<file path="config.mk">
export PLATFORM = sky130hd
export DESIGN_NAME = reg_xfer_ctrl
export DESIGN_NICKNAME = d
export VERILOG_FILES = /design/src/rtl/reg_xfer_ctrl.sv
export SDC_FILE = /design/constraint.sdc
export NUM_CORES = 1
export LEC_CHECK = 0
export CAP_MARGIN = 20
export CORE_UTILIZATION = 35
export CTS_CLUSTER_SIZE = 14
export DETAILED_ROUTE_END_ITERATION = 8
export HOLD_SLACK_MARGIN = 0.15
export MAX_ROUTING_LAYER = met4
export SLEW_MARGIN = 0
export SYNTH_ARGS = -nofsm -noshare
export SYNTH_HDL_FRONTEND = slang
export SYNTH_SLANG_ARGS = --single-unit
</file>
<file path="constraint.sdc">
create_clock -name clk -period 6.7 [get_ports clk]
set_input_delay 2.01 -clock clk [delete_from_list [all_inputs] [get_ports clk]]
set_output_delay 2.01 -clock clk [all_outputs]
set_load 0.02 [all_outputs]
</file>
<file path="src/rtl/reg_xfer_ctrl.sv">
// Register-transfer command controller: result strobe 1 cycle after accept, flags (REG_XFER_FLAGS_EN) +1, then done.
// One command in flight; cmd_ready stays low from accept until the cycle after done.
module reg_xfer_ctrl (
   input  logic        clk,
   input  logic        reset,
   input  logic        cmd_valid,
   output logic        cmd_ready,
   input  logic [3:0]  cmd_op,
   input  logic [15:0] cmd_imm,
   input  logic [15:0] rf_accumulator,
   input  logic [15:0] rf_x,
   input  logic [15:0] rf_y,
   input  logic [15:0] rf_sp,
   input  logic [7:0]  rf_p,
   output logic [15:0] rf_data,
   output logic        load_accumulator,
   output logic        load_x,
   output logic        load_y,
   output logic        load_sp,
   output logic        load_p,
   output logic        busy,
   output logic        done,
   output logic        err
);

   typedef enum logic [1:0] {
      IDLE  = 2'd0,
      XFER  = 2'd1,
`ifdef REG_XFER_FLAGS_EN
      FLAGS = 2'd2,
`endif
      DONE  = 2'd3
   } state_t;

   localparam logic [3:0] OP_TAX = 4'd1,  OP_TAY = 4'd2,  OP_TXA = 4'd3,  OP_TYA = 4'd4;
   localparam logic [3:0] OP_TSX = 4'd5,  OP_TXS = 4'd6,  OP_LDA = 4'd7,  OP_LDX = 4'd8;
   localparam logic [3:0] OP_LDY = 4'd9,  OP_INX = 4'd10, OP_DEX = 4'd11, OP_INY = 4'd12;
   localparam logic [3:0] OP_DEY = 4'd13;

   // destination one-hot: [0] accumulator, [1] x, [2] y, [3] sp
   localparam logic [3:0] DST_A = 4'b0001, DST_X = 4'b0010, DST_Y = 4'b0100, DST_S = 4'b1000;

   state_t      state_q, state_d;
   logic [3:0]  op_q, op_d;
   logic [15:0] imm_q, imm_d;
   logic [15:0] rf_data_q, rf_data_d;
   logic [3:0]  ld_q, ld_d;
   logic        busy_q, busy_d;
   logic        done_q, done_d;
   logic        err_q, err_d;
   logic        cmd_ready_q, cmd_ready_d;
   logic [15:0] result;
   logic [3:0]  dest;
   logic        unused_p;

`ifdef REG_XFER_FLAGS_EN
   logic [15:0] result_q, result_d;
   logic        load_p_q, load_p_d;
   assign unused_p = rf_p[7] ^ rf_p[1];
`else
   assign unused_p = ^rf_p;
`endif

   always_comb begin
      result = 16'h0000;
      dest   = 4'b0000;
      case (op_q)
         OP_TAX:  begin result = rf_accumulator;  dest = DST_X; end
         OP_TAY:  begin result = rf_accumulator;  dest = DST_Y; end
         OP_TXA:  begin result = rf_x;            dest = DST_A; end
         OP_TYA:  begin result = rf_y;            dest = DST_A; end
         OP_TSX:  begin result = rf_sp;           dest = DST_X; end
         OP_TXS:  begin result = rf_x;            dest = DST_S; end
         OP_LDA:  begin result = imm_q;           dest = DST_A; end
         OP_LDX:  begin result = imm_q;           dest = DST_X; end
         OP_LDY:  begin result = imm_q;           dest = DST_Y; end
         OP_INX:  begin result = rf_x + 16'd1;    dest = DST_X; end
         OP_DEX:  begin result = rf_x - 16'd1;    dest = DST_X; end
         OP_INY:  begin result = rf_y + 16'd1;    dest = DST_Y; end
         OP_DEY:  begin result = rf_y - 16'd1;    dest = DST_Y; end
         default: begin result = 16'h0000;        dest = 4'b0000; end
      endcase
   end

   always_comb begin
      state_d     = state_q;
      op_d        = op_q;
      imm_d       = imm_q;
      rf_data_d   = rf_data_q;
      ld_d        = 4'b0000;
      busy_d      = busy_q;
      done_d      = 1'b0;
      err_d       = 1'b0;
      cmd_ready_d = cmd_ready_q;
`ifdef REG_XFER_FLAGS_EN
      result_d    = result_q;
      load_p_d    = 1'b0;
`endif
      case (state_q)
         IDLE: begin
            // first IDLE cycle after done only re-raises cmd_ready
            if (!cmd_ready_q) begin
               cmd_ready_d = 1'b1;
               busy_d      = 1'b0;
            end else if (cmd_valid) begin
               op_d        = cmd_op;
               imm_d       = cmd_imm;
               cmd_ready_d = 1'b0;
               busy_d      = 1'b1;
               state_d     = XFER;
            end
         end
         XFER: begin
            if (dest != 4'b0000) begin
               rf_data_d = result;
               ld_d      = dest;
            end
            state_d = DONE;
`ifdef REG_XFER_FLAGS_EN
            result_d = result;
            if (dest != 4'b0000 && op_q != OP_TXS) begin
               state_d = FLAGS;
            end
`endif
         end
`ifdef REG_XFER_FLAGS_EN
         FLAGS: begin
            rf_data_d = {8'h00, result_q[15], rf_p[6:2], (result_q == 16'h0000), rf_p[0]};
            load_p_d  = 1'b1;
            state_d   = DONE;
         end
`endif
         DONE: begin
            done_d  = 1'b1;
            err_d   = (op_q[3:1] == 3'b111);
            state_d = IDLE;
         end
         default: state_d = IDLE;
      endcase
   end

   always_ff @(posedge clk) begin
      if (reset) begin
         state_q     <= IDLE;
         op_q        <= 4'd0;
         imm_q       <= 16'h0000;
         rf_data_q   <= 16'h0000;
         ld_q        <= 4'b0000;
         busy_q      <= 1'b0;
         done_q      <= 1'b0;
         err_q       <= 1'b0;
         cmd_ready_q <= 1'b1;
`ifdef REG_XFER_FLAGS_EN
         result_q    <= 16'h0000;
         load_p_q    <= 1'b0;
`endif
      end else begin
         state_q     <= state_d;
         op_q        <= op_d;
         imm_q       <= imm_d;
         rf_data_q   <= rf_data_d;
         ld_q        <= ld_d;
         busy_q      <= busy_d;
         done_q      <= done_d;
         err_q       <= err_d;
         cmd_ready_q <= cmd_ready_d;
`ifdef REG_XFER_FLAGS_EN
         result_q    <= result_d;
         load_p_q    <= load_p_d;
`endif
      end
   end

   assign cmd_ready        = cmd_ready_q;
   assign rf_data          = rf_data_q;
   assign load_accumulator = ld_q[0];
   assign load_x           = ld_q[1];
   assign load_y           = ld_q[2];
   assign load_sp          = ld_q[3];
   assign busy             = busy_q;
   assign done             = done_q;
   assign err              = err_q;
`ifdef REG_XFER_FLAGS_EN
   assign load_p           = load_p_q;
`else
   assign load_p           = 1'b0;
`endif

endmodule

</file>
Word-level counts from Yosys, hierarchy flattened
Cells that the tools add are included.
Widths: inputs -> output; s select.
Operators by class
  eq/ne operators: 19
  muxes and demuxes: 10
  reductions and logical operators: 14
  bitwise logic cells: 3
  add/sub/neg operators: 4
Operators by type and width (count)
  $pmux 16 s9: 1
  $add 16x1->16 const B: 2
  $sub 16x1->16 const B: 2
  $eq 4x4->1 const B: 6
  $eq 4x3->1 const B: 4
  $pmux 4 s4: 1
  $reduce_or 3->1: 3
  $eq 4x2->1 const B: 2
  $ne 2x2->1 const B: 3
  $reduce_and 2->1: 3
  $reduce_or 2->1: 3
  $mux 1: 5
  $reduce_or 5->1: 1
  $eq 4x1->1 const B: 1
  $mux 2: 2
  $pmux 2 s2: 1
  $reduce_bool 4->1: 1
  $reduce_or 4->1: 1
  $eq 3x3->1 const B: 1
  $not 1->1: 3
  $reduce_and 3->1: 1
  $eq 2x1->1 const B: 1
  $eq 2x2->1 const B: 1
  $logic_not 2->1: 1
Storage, ports and cells
  register bits: 46
  input port bits: 95
  word-level logic and storage cells: 59
  output and inout bits: 25

Logic depth before layout (Yosys ltp)
  word-level depth: 6
  gate-level depth with buffers: 12

Worst setup path before layout
No wires, ideal clock.
  path kind: input -> register
  start point: input rf_x[1]
  end point: register rf_data_q[10] (netlist: rf_data[10])
  arrival: 3.518 ns
  slack: 3.050 ns
  buffers on the path: 1
  setup time: 0.132 ns
  stages on the path: 9
  cell sequence: clkbuf_1 xnor2_1 ha_1 nor3_1 nand2_1 o22ai_1 xor2_1 a221oi_1 nor3_1
On the way
  longest elaborated chain between the ends: 2
  elaborated cells on any way between the ends: 3
  those cells by class: add/sub: 2; mux: 1
Ends and longest elaborated chain
  start: declaration: RTL line 11  | input logic [15:0] rf_x,
  $sub 16x1->16 / $add 16x1->16 (equally long branches): RTL line 78, 77
  $pmux 16 s9 *: RTL line 67  | case (op_q)
  end signal: assignment: RTL line 161  | rf_data_q <= rf_data_d;
  end: declaration: RTL line 46  | logic [15:0] rf_data_q, rf_data_d;
Every way passes the cells marked *; elsewhere a longest branch is shown, timed or not.
A chain may end at the register's enable or synchronous reset.

Worst setup path after layout
  start point: input rf_y[1]
  end point: register rf_data_q[12] (netlist: rf_data[12])
On the way
  longest elaborated chain between the ends: 2
  elaborated cells on any way between the ends: 3
  those cells by class: add/sub: 2; mux: 1
Ends and longest elaborated chain
  start: declaration: RTL line 12  | input logic [15:0] rf_y,
  $sub 16x1->16 / $add 16x1->16 (equally long branches): RTL line 80, 79
  $pmux 16 s9 *: RTL line 67
Marked as above.

==> impl_metrics.ini <==
[status]
outcome = finished, final reports clean

[setup_path]
cp.arrival_ns = 4.50
startpoint_type = input pin
cp_max_fo = 10
ff2ff_setup_slack_ns = 3.25
crit_type = in -> reg
required_ns = 6.91
cp-end-kind = register

[cells_and_area]
drive_gt1_share_pct = 4.89
diodes = 0
regArea_um2 = 922
synthToLayoutAreaGrowth_pct = 30.7
finalNonFillerCells = 753
multi_input_area_um2 = 2770
fin_area_um2 = 5170
fill_cells = 1130
nets = 710
final_util_pct = 47.2

[route]
routed_wl_um = 15400
via_per_inst = 5.92
dr.pass1.iters = 5
vias = 4455
ant_nets = 0
drc = 0
routedWlPerCell_um = 20.5
first_iter_violations = 443

[logic_synthesis]
ys_seq_area_share_pct = 23.3
yosys.area.top_type = dfxtp_1
yosysTopAreaCellShare_pct = 23.3
synthCells = 541
synth_nets = 639
synth.most_common_cell = nand2_1
ys_types = 65
ys_ff_latch = 46
synthTopCellsByCount = nand2_1 (73), a21oi_1 (50), nor2_1 (49)
synth_ff_type = dfxtp_1
synth_area_leaders = dfxtp_1 (23%), nand2_1 (6.9%), a21oi_1 (6.3%)
yosysWarnings = 0
async_flop_share_pct = 0
synthesis.area_um2 = 3950
synth-edff-count = 0
avgSynthCellArea_um2 = 7.31

[clock_tree]
cts_hold_buffers = 0
clockBufferDepth = 2
cts_buffers = 5
cts_resized = 0
root_buffer = clkbuf_16
post-cts-setup-buffers = 0
cts.sinks = 46
clk_pin_slew_ns = 0.07
htree_levels = 2
clock_latency_ns = 0.29
cts_tree = built

[die]
core_area_um2 = 10900
die_w_um = 108
die_area_um2 = 11700
die_h_um = 108
ios = 120
floorplan.initialDensity_pct = 36.1
num_rows = 38

[placed_design]
io_buffers = 110
dp_cells = 745
place_hpwl_um = 11700
post_dp_cell_area_um2 = 5020
gp_congestion = 0.932

[sta]
worst_pin_slew_ns = 0.948
slew-limit-headroom_pct = 36.7
rsz0062_at_grt = no
finClkSkew_ns = 0.00732
final.setup.tns_ns = 0
drv_slew = 0
setup_viol = 0
max_freq_ghz = 0.233
hold_viol_final = 0
holdWs_ns = 0.464
fin_crit_ns = 4.29
period_share_pct = 64.0

[grt]
grt_use_total_pct = 27.8
grt_pass1_vias = 4171
antenna_found_initial = 0
grt_max_degree = 50
grt_pass1_wl_um = 23900
grt_overflow_total = 0

[pwr]
ir_worst_vdd_mv = 0.105
p_leak_nw = 1.73
power_density_nw_per_um2 = 164

[flow_run]
max-cap-violations = 0

[hold_path]
min_path_type = reg -> reg
[power by group]
part	internal [mW]	switching [mW]
Sequential	0.293	0.0202
Clock	0.140	0.120
Combinational	0.124	0.152
Total	0.556	0.292
[critical path: stages]
cell and delay (ns):
clkdlybuf4s50_1 0.70, xnor2_1 0.13, ha_1 0.33, nor3b_1 0.31
nand4_1 0.20, o22ai_1 0.25, xor2_1 0.23, nand2_1 0.08
a311oi_1 0.27
[through the flow]
step / worst slack, ns / total power, mW
floorplan: 3.05 / 0.472
global placement: 2.10 / 0.591
detailed placement: 2.13 / 0.592
CTS: 2.43 / 0.851
global route: 2.21 / 0.888
finish: 2.41 / 0.849
[registers in the layout, indices dropped and copies added, names as in the netlist]
signal,count
rf_data,16
done,1
cmd_ready,1
state_q,2
ld_q,4
op_q,4
busy,1
imm_q,16
err,1
[logic make-up after synthesis]
logic type,share of synthesized area (%)
compound gates,24.7
xor+xnor,6.87
fa+ha+maj,0.950
buf+inv,6.62
flops,23.3
mux,5.57
other cells,0.0949
simple gates,31.9
[final timing paths]
check,startpoint,to,cells after the start
min,imm_q[8],imm_q[8],2
min reg2reg,imm_q[8],imm_q[8],2
max reg2reg,op_q[0],rf_data[12],10
max,rf_y[1],rf_data[12],9
[per-layer routing]
layer	wire length, um	track usage [%]	vias up
li1	-	-	2150
met1	6900	37.5	2090
met2	7080	42.9	195
met3	1010	3.62	20
met4	439	8.78	0
met5	0	-	-
[cell type report]
type | instances | area share [%]
repair buffers | 114 | 21.9
well taps | 140 | 3.39
flip-flops and latches | 46 | 17.8
multi-input cells | 440 | 53.6
inverters | 5 | 0.363
clock buffers | 5 | 2.42
clock inverters | 3 | 0.460
[cell usage in the layout (no fill, tap or decap), drive strengths merged, types with 4 or more instances in the layout]
cell	instances
a211oi	5
a21oi	50
a221oi	14
a22oi	6
a311oi	4
a31oi	7
and2	6
and3	7
buf	4
clkbuf	5
clkdlybuf4s50	110
dfxtp	46
inv	6
mux2i	13
mux4	4
nand2	73
nand3	17
nand4	16
nand4b	4
nor2	49
nor2b	11
nor3	26
nor3b	6
nor4	11
o21ai	18
o22ai	5
o2bb2ai	4
o31ai	4
or3	4
xnor2	16
xor2	15
Power figures use the tool's default switching activity.
